==> config.mk <==
export PLATFORM = sky130hd
export DESIGN_NAME = pi_spi_link
export DESIGN_NICKNAME = d
export VERILOG_FILES = /design/src/rtl/pi_spi_link_pkg.sv /design/src/rtl/pi_spi_link_fifo.sv /design/src/rtl/pi_spi_link.sv
export SDC_FILE = /design/constraint.sdc
export NUM_CORES = 1
export LEC_CHECK = 0
export ABC_AREA = 1
export CAP_MARGIN = 20
export CORE_ASPECT_RATIO = 0.6
export CORE_MARGIN = 2
export CORE_UTILIZATION = 50
export DETAILED_ROUTE_END_ITERATION = 10
export PLACE_DENSITY = 0.77
export SLEW_MARGIN = 20
export SYNTH_ARGS = -nofsm -noshare
export SYNTH_HDL_FRONTEND = slang
export SYNTH_SLANG_ARGS = --single-unit
==> constraint.sdc <==
create_clock -name i_clk -period 3.8 [get_ports i_clk]
set_clock_uncertainty 0.2 [all_clocks]
set_input_delay 0.76 -clock i_clk [delete_from_list [all_inputs] [get_ports i_clk]]
set_output_delay 0.76 -clock i_clk [all_outputs]
set_load 0.1 [all_outputs]
==> src/rtl/pi_spi_link_pkg.sv <==
// Shared constants and FSM encoding for the Raspberry Pi SPI link.
package pi_spi_link_pkg;

  localparam int         DEF_WORD_W    = 8;
  localparam logic [7:0] DEF_IDLE_WORD = 8'h00;
  localparam int         SYNC_STAGES   = 2;

  typedef enum logic {
    ST_IDLE   = 1'b0,
    ST_ACTIVE = 1'b1
  } link_state_e;

endpackage

==> src/rtl/pi_spi_link_fifo.sv <==
// Small synchronous FIFO used for both link directions; pointers carry one extra wrap bit.
module pi_spi_link_fifo #(
  parameter int WIDTH = 8,
  parameter int DEPTH = 4
) (
  input  logic             i_clk,
  input  logic             i_reset,
  input  logic             i_push,
  input  logic [WIDTH-1:0] i_wdata,
  input  logic             i_pop,
  output logic [WIDTH-1:0] o_rdata,
  output logic             o_empty,
  output logic             o_full
);

  localparam int AW = $clog2(DEPTH);

  logic [WIDTH-1:0] r_mem [DEPTH];
  logic [AW:0]      r_wptr;
  logic [AW:0]      r_rptr;
  logic             w_do_push;
  logic             w_do_pop;

  assign o_empty   = (r_wptr == r_rptr);
  assign o_full    = (r_wptr[AW] != r_rptr[AW]) && (r_wptr[AW-1:0] == r_rptr[AW-1:0]);
  assign o_rdata   = r_mem[r_rptr[AW-1:0]];
  assign w_do_pop  = i_pop & ~o_empty;
  // A push into a full FIFO still lands when the head leaves in the same cycle.
  assign w_do_push = i_push & (~o_full | w_do_pop);

  always_ff @(posedge i_clk) begin
    if (i_reset) begin
      r_wptr <= '0;
      r_rptr <= '0;
    end else begin
      if (w_do_push) r_wptr <= r_wptr + 1'b1;
      if (w_do_pop)  r_rptr <= r_rptr + 1'b1;
    end
  end

  always_ff @(posedge i_clk) begin
    if (w_do_push) r_mem[r_wptr[AW-1:0]] <= i_wdata;
  end

endmodule

==> src/rtl/pi_spi_link.sv <==
// SPI mode-0 slave for the Raspberry Pi link: synchronises the Pi pins, assembles words
// into an RX FIFO and serialises TX FIFO words (or IDLE_WORD when empty) onto miso.
module pi_spi_link
  import pi_spi_link_pkg::*;
#(
  parameter int                WORD_W     = DEF_WORD_W,
  parameter int                RX_DEPTH   = 4,
  parameter int                TX_DEPTH   = 4,
  parameter int                CS_ACT_LOW = 1,
  parameter logic [WORD_W-1:0] IDLE_WORD  = WORD_W'(DEF_IDLE_WORD)
) (
  input  logic              i_clk,
  input  logic              i_reset,
  input  logic              i_spi_sclk,
  input  logic              i_spi_cs,
  input  logic              i_spi_mosi,
  output logic              o_spi_miso,
  output logic              o_out_req,
  output logic [WORD_W-1:0] o_rx_data,
  output logic              o_rx_valid,
  input  logic              i_rx_ready,
  input  logic [WORD_W-1:0] i_tx_data,
  input  logic              i_tx_valid,
  output logic              o_tx_ready,
  output logic              o_rx_overflow,
  output logic              o_frame_err,
  output logic              o_dbg_state
);

  // Handshakes: a word moves on a clock edge where valid & ready are both high; valid
  // never depends on ready, and rx_data/tx_data must be stable while valid is high.

  localparam int                CNT_W    = $clog2(WORD_W);
  localparam logic [CNT_W-1:0] LAST_BIT = CNT_W'(WORD_W - 1);

  logic [SYNC_STAGES:0]   r_sclk_sh;
  logic [SYNC_STAGES:0]   r_cs_sh;
  logic [SYNC_STAGES-1:0] r_mosi_sh;
  logic                   r_armed;
  link_state_e            r_state;
  link_state_e            w_next_state;
  logic [WORD_W-1:0]      r_tx_shreg;
  logic [WORD_W-1:0]      r_rx_shreg;
  logic [CNT_W-1:0]       r_bit_cnt;
  logic                   r_out_req;
  logic                   r_rx_overflow;
  logic                   r_frame_err;

  logic              w_sclk_rise;
  logic              w_sclk_fall;
  logic              w_cs_act;
  logic              w_mosi;
  logic              w_start;
  logic              w_load;
  logic              w_shift_tx;
  logic              w_rx_shift;
  logic              w_word_done;
  logic              w_cs_drop;
  logic              w_frame_err;
  logic              w_tx_pop;
  logic              w_tx_push;
  logic              w_tx_empty;
  logic              w_tx_full;
  logic [WORD_W-1:0] w_tx_head;
  logic              w_rx_pop;
  logic              w_rx_push;
  logic              w_rx_can_push;
  logic              w_rx_empty;
  logic              w_rx_full;
  logic              w_overflow;
  logic [WORD_W-1:0] w_rx_word;

  assign w_sclk_rise = r_sclk_sh[SYNC_STAGES-1] & ~r_sclk_sh[SYNC_STAGES];
  assign w_sclk_fall = ~r_sclk_sh[SYNC_STAGES-1] & r_sclk_sh[SYNC_STAGES];
  assign w_cs_act    = (CS_ACT_LOW != 0) ? ~r_cs_sh[SYNC_STAGES-1] : r_cs_sh[SYNC_STAGES-1];
  assign w_mosi      = r_mosi_sh[SYNC_STAGES-1];
  // A chip select that was already active when reset released must be seen idle first.
  assign w_start     = r_armed & w_cs_act;
  assign w_rx_word   = {r_rx_shreg[WORD_W-2:0], w_mosi};

  // FSM state register
  always_ff @(posedge i_clk) begin
    if (i_reset) r_state <= ST_IDLE;
    else         r_state <= w_next_state;
  end

  // FSM next state
  always_comb begin
    w_next_state = r_state;
    unique case (r_state)
      ST_IDLE:   if (w_start)   w_next_state = ST_ACTIVE;
      ST_ACTIVE: if (!w_cs_act) w_next_state = ST_IDLE;
      default:                  w_next_state = ST_IDLE;
    endcase
  end

  // FSM outputs: per-cycle datapath strobes
  always_comb begin
    w_load      = 1'b0;
    w_shift_tx  = 1'b0;
    w_rx_shift  = 1'b0;
    w_word_done = 1'b0;
    w_cs_drop   = 1'b0;
    w_frame_err = 1'b0;
    unique case (r_state)
      ST_IDLE: w_load = w_start;
      ST_ACTIVE: begin
        if (!w_cs_act) begin
          w_cs_drop   = 1'b1;
          w_frame_err = (r_bit_cnt != '0);
        end else begin
          if (w_sclk_rise) begin
            w_rx_shift  = 1'b1;
            w_word_done = (r_bit_cnt == LAST_BIT);
          end
          if (w_sclk_fall) begin
            if (r_bit_cnt != '0) w_shift_tx = 1'b1;
            else                 w_load     = 1'b1;
          end
        end
      end
      default: ;
    endcase
  end

  assign w_tx_pop      = w_load & ~w_tx_empty;
  assign w_tx_push     = i_tx_valid & o_tx_ready;
  assign w_rx_pop      = o_rx_valid & i_rx_ready;
  assign w_rx_can_push = ~w_rx_full | w_rx_pop;
  assign w_rx_push     = w_word_done & w_rx_can_push;
  assign w_overflow    = w_word_done & ~w_rx_can_push;

  always_ff @(posedge i_clk) begin
    if (i_reset) begin
      r_sclk_sh     <= '0;
      r_cs_sh       <= '0;
      r_mosi_sh     <= '0;
      r_armed       <= 1'b0;
      r_tx_shreg    <= '0;
      r_rx_shreg    <= '0;
      r_bit_cnt     <= '0;
      r_out_req     <= 1'b0;
      r_rx_overflow <= 1'b0;
      r_frame_err   <= 1'b0;
    end else begin
      r_sclk_sh     <= {r_sclk_sh[SYNC_STAGES-1:0], i_spi_sclk};
      r_cs_sh       <= {r_cs_sh[SYNC_STAGES-1:0], i_spi_cs};
      r_mosi_sh     <= {r_mosi_sh[SYNC_STAGES-2:0], i_spi_mosi};
      r_armed       <= r_armed | ~w_cs_act;
      r_out_req     <= ~w_tx_empty;
      r_rx_overflow <= w_overflow;
      r_frame_err   <= w_frame_err;
      if (w_load) begin
        r_tx_shreg <= w_tx_empty ? IDLE_WORD : w_tx_head;
        r_bit_cnt  <= '0;
      end else if (w_shift_tx) begin
        r_tx_shreg <= {r_tx_shreg[WORD_W-2:0], 1'b0};
      end
      if (w_rx_shift) begin
        r_rx_shreg <= w_rx_word;
        r_bit_cnt  <= w_word_done ? '0 : r_bit_cnt + 1'b1;
      end
      if (w_cs_drop) r_bit_cnt <= '0;
    end
  end

  pi_spi_link_fifo #(.WIDTH(WORD_W), .DEPTH(RX_DEPTH)) u_rx_fifo (
    .i_clk   (i_clk),
    .i_reset (i_reset),
    .i_push  (w_rx_push),
    .i_wdata (w_rx_word),
    .i_pop   (w_rx_pop),
    .o_rdata (o_rx_data),
    .o_empty (w_rx_empty),
    .o_full  (w_rx_full)
  );

  pi_spi_link_fifo #(.WIDTH(WORD_W), .DEPTH(TX_DEPTH)) u_tx_fifo (
    .i_clk   (i_clk),
    .i_reset (i_reset),
    .i_push  (w_tx_push),
    .i_wdata (i_tx_data),
    .i_pop   (w_tx_pop),
    .o_rdata (w_tx_head),
    .o_empty (w_tx_empty),
    .o_full  (w_tx_full)
  );

  assign o_rx_valid    = ~w_rx_empty;
  assign o_tx_ready    = ~w_tx_full | w_tx_pop;
  assign o_out_req     = r_out_req;
  assign o_rx_overflow = r_rx_overflow;
  assign o_frame_err   = r_frame_err;
  assign o_spi_miso    = (r_state == ST_ACTIVE) & r_tx_shreg[WORD_W-1];
  assign o_dbg_state   = r_state;

endmodule

; ---- Yosys cells after proc, flatten, opt, wreduce, memory -nomap -nowiden
; Memories as Yosys holds them, arrays and structs flattened. A register that Yosys moved wholly into a read port is not among the register bits.
; Index checks and enable logic that the tools add are counted.
[classes]
add_sub_neg = 5
eq_ne = 7
muxes = 33
n_bitwise = 27
reduce_logical = 7
[op_table]
columns = cell, count
row1 = 8-bit 2-to-1 mux, 3
row2 = 1-bit 2-to-1 mux, 21
row3 = 3-bit by 1-bit adder with 3-bit output (second input constant), 5
row4 = 1-bit bitwise AND, 13
row5 = 3-bit 2-to-1 mux, 3
row6 = 1-bit NOT, 9
row7 = 2-bit 2-to-1 mux, 4
row8 = 3-bit == test, 2
row9 = 1-bit bitwise OR, 5
row10 = 2-bit == test, 2
row11 = 1-bit case mux with 2 select lines, 2
row12 = 2-bit nonzero test, 2
row13 = 3-bit == test (second input constant), 1
row14 = 3-bit nonzero test, 1
row15 = 3-bit OR reduction, 1
row16 = 1-bit logical AND, 2
row17 = 1-bit != test, 2
row18 = 2-bit OR reduction, 1
[totals]
reg_bits = 42
ram_bits = 64
inputBits = 15
output_inout_bits = 15
word_cells = 96
memories = 2
[mem_list]
columns = memory, depth, width, read_ports, rd_ports_with_merged_regs, wr, line_no
row1 = u_rx_fifo.r_mem, 4, 8, 1, 1, 1, pi_spi_link_fifo.sv:18  ; logic [WIDTH-1:0] r_mem [DEPTH];
row2 = u_tx_fifo.r_mem, 4, 8, 1, 1, 1, pi_spi_link_fifo.sv:18

; ---- Depth between registers and ports, before layout
[depth]
depth_word = 11
mapped_depth = 11

; ---- Modules after synthesis
; Synthesis repeated with hierarchy kept, for this count alone.
[hier_totals]
hier_cells = 471
area_unflattened_um2 = 4657.0
[modules_own_cells]
columns = mod, n_inst, cells_each, area_per_inst_um2, seq_area_each_um2
row1 = pi_spi_link_fifo, 2, 142, 1644.1, 1121.1
row2 = pi_spi_link, 1, 187, 1368.8, 600.6

; ---- Worst setup path after synthesis
; Ideal clock, no wire load.
[synth_path]
kind = flip-flop to output port
from = reg with a tool-made name
to = out o_rx_data[5]
arrival_time_ns = 2.313
t_required_ns = 2.840
path_slack_ns = 0.527
path_stages_with_launch = 5
n_path_buf = 1
path_cell_list = dfxtp_1 -> inv_1 -> clkbuf_1 -> o21ai_0 -> o22ai_1
[synth_lines]
columns = element, line_no
row1 = to (decl), pi_spi_link.sv:19  ; output logic [WORD_W-1:0] o_rx_data,

==> metrics.csv <==
metric,value,unit
outcome,"finished, final reports clean",
share of the synthesized area in the top cell type,43.89,%
"critical path fanouts, max",17,
combinational share of power,5.9,%
Setup TNS Final,0,ns
reg2reg end,u_rx_fifo.r_mem[2][5]$_DFFE_PP_,
post-synthesis net count,455,
Synth-to-Final Area Change,14.66,%
critical path startpoint category,register,
register area share after synthesis,64.91,%
TritonCTS clock tree,built,
Post-Syn Instances,427,
drt total wl,8.275,mm
drt wl/cell,14.39,um
DPL Wire Length,5.903,mm
Vias/cell,5.118,
clock latency on the worst-skew pair,0.34,ns
cell internal pwr,0.001786,W
Placed Instances,559,
Yosys reg bits,110,
syn_area_per_cell,10.26,um2
initial antenna violation count,0,
switching share of power,23.04,%
Starting DRT DRC Count,279,
H-tree depth,3,
PortBufs,29,
Vias,2943,
Die Wd,124.8,um
Finished Cell Area,5021,um2
top area cells in the synthesized netlist,"edfxtp_1 (44%), dfxtp_1 (21%), nor2_1 (7.2%)",
"CTS clk-pin slew, worst paths",0.07,ns
met1 Use GR,26.37,%
min cycle time layout,2.940,ns
Row Count,26,
Worst Hold Class,register to register,
RSZ-0062 raised after global routing,no,
Worst Max-Slew Pin Slew,0.9720,ns
boundary pin count,30,
R2R Setup Slk,1.38,ns
Worst R2R Path Depth,6,
worst reg2reg startpoint,o_dbg_state$_SDFF_PP0_,
Yosys top cell by area,edfxtp_1,
final hold violation count,0,
first-pass GRT wire length,13.66,mm
Crit path required time,2.84,ns
largest net degree at the start of global routing,22,
GRT Util Overall,18.33,%
Max Root-Sink Buffers,2,
DIE HEIGHT,76.49,um
Achievable Freq,340.1,MHz
Pleak,1.941,nW
DR DRC count,0,
nets,486,
post-CTS repair timing setup buffer count,0,
fin crit share,77.38,%
layout cell share with drive strength beyond 1,8.207,%
Pins Over Slew Limit,0,
yosys warns,0,
fin cells,575,
post-route ant nets,0,
Core Region,8523,um2
met3 Track Usage GR,4.565,%
DRT Pass-1 Iters,5,
Ant. Diodes,0,
crit path DAT,1.98,ns
global route total overflow,0,
# hold bufs at CTS,0,
worst hold slack,0.2067,ns
Root Driver,clkbuf_16,
critical path class,register to output pin,
Reg power frac,56.3,%
Setup crit end,o_rx_data[3],
Pwr Total,0.002321,W
top-count cell post-synth,nor2_1,
"Primary FF master, synth",edfxtp_1,
clock network fraction of total power,37.8,%
Commonest cells post-synth,"nor2_1 (84), edfxtp_1 (64), o21ai_0 (48)",
cts bufs inserted,9,
Rel. slew slack,34.99,%
synth unique cells,26,
final setup violation count,0,
met2 capacity usage during global routing,27.60,%
Netlist Area Pre-Place,4379,um2
Initial Util,51.38,%
vias in the first global route,2809,
Power Density,462.2,nW/um2
CP Capture Type,output pin,
Psw,0.0005348,W
clock sink count,110,
DP Area,4738,um2
Max-cap violations,0,
DIE AREA,9547,um2
number of synthesized flops with an enable pin,64,
fraction of registers with async set/reset,0,%
routability cong.,0.8318,
PostCTS Resize Cnt,0,
GRT busiest layer,met2,
"IR drop worst, VDD",0.2310,mV
==> area by class of cell <==
cell class | count | area (um2)
sequential | 110 | 2843
clock inverter | 7 | 57.56
timing repair buffer | 30 | 270.3
inverter | 47 | 176.4
clock buffer | 9 | 225.2
multi-input combinational | 260 | 1309
fill | 713 | 3502
tap | 112 | 140.1
==> worst min path at each step <==
| stage | start | endpoint | slack [ns] | cells past startpoint |
|---|---|---|---|---|
| global route | r_cs_sh[0]$_SDFF_PP0_ | r_cs_sh[1]$_SDFF_PP0_ | 0.22 | 2 |
| global placement | r_cs_sh[0]$_SDFF_PP0_ | r_cs_sh[1]$_SDFF_PP0_ | 0.19 | 2 |
| detailed placement | r_cs_sh[0]$_SDFF_PP0_ | r_cs_sh[1]$_SDFF_PP0_ | 0.20 | 2 |
| floorplan | r_cs_sh[0]$_SDFF_PP0_ | r_cs_sh[1]$_SDFF_PP0_ | 0.19 | 2 |
| CTS | r_cs_sh[0]$_SDFF_PP0_ | r_cs_sh[1]$_SDFF_PP0_ | 0.21 | 2 |
| finish | r_cs_sh[0]$_SDFF_PP0_ | r_cs_sh[1]$_SDFF_PP0_ | 0.21 | 2 |
==> critical path, stage by stage (launching register included) <==
cell     delay (ns)
dfxtp_1        0.63
inv_1          0.34
o21ai_0        0.31
o22ai_1        0.10
buf_4          0.24
==> power groups by stage <==
stage	registers (W)	clock network, W	logic, W
floorplan	0.00134	0	0.0000783
CTS	0.00131	0.000888	0.000137
global placement	0.00133	0	0.000130
global route	0.00131	0.000936	0.000152
finish	0.00131	0.000877	0.000136
detailed placement	0.00133	0	0.000135
==> sequential cells by signal, indices dropped and copies added, names as in the netlist, 2 cells and up, named ones only <==
| name | count |
|---|---|
| r_sclk_sh | 3 |
| u_rx_fifo.r_mem | 32 |
| r_bit_cnt | 3 |
| u_rx_fifo.r_rptr | 3 |
| u_tx_fifo.r_rptr | 3 |
| r_cs_sh | 2 |
| u_tx_fifo.r_wptr | 3 |
| u_tx_fifo.r_mem | 32 |
| r_mosi_sh | 2 |
| u_rx_fifo.r_wptr | 3 |
| r_tx_shreg | 8 |
| r_rx_shreg | 7 |
==> placed cells by master, fill, tap and decap left out <==
cell type        netlist  final
inv_1                 44     44
nand3b_1               2      2
nor2_2                 2      2
a21oi_1               28     28
clkinv_2               0      1
dfxtp_1               46     46
o22ai_1               16     16
inv_8                  0      2
nand2_1               42     42
or2_0                  1      1
o21ai_0               48     48
nor4_1                 2      2
edfxtp_1              64     64
xor2_1                 5      5
o21ai_1                1      1
inv_2                  3      3
nand3_1                8      8
clkbuf_16              0      9
nor2_1                84     84
xnor2_1                2      2
clkinvlp_4             0      4
nand3_2                1      1
nor3_1                 1      1
nand2_2                4      4
ha_1                  13     13
buf_4                  1     12
clkdlybuf4s50_1        0     18
==> cells by family (layout without fill, tap and decap cells) <==
kind of cell / after synthesis / after routing / share of synthesized area (%)
compound gates: 93 / 93 / 11.09
flops: 110 / 110 / 64.91
xor+xnor: 7 / 7 / 1.400
fa+ha+maj: 13 / 13 / 3.714
buf+inv: 57 / 93 / 5.200
simple gates: 147 / 147 / 13.69
==> stage by stage <==
stage               setup slack, ns  utilization, %
floorplan                    0.5275               -
global placement              1.094           55.59
detailed placement            1.003           55.59
CTS                          0.9068           58.91
global route                 0.7380           58.91
finish                       0.8596           58.91
==> per-layer routing <==
layer	vias up	wire length (um)
met5	-	0
met2	91	3537
met4	0	73
li1	1491	-
met1	1353	4127
met3	8	536
No activity file was read; power rests on OpenSTA's default activity.
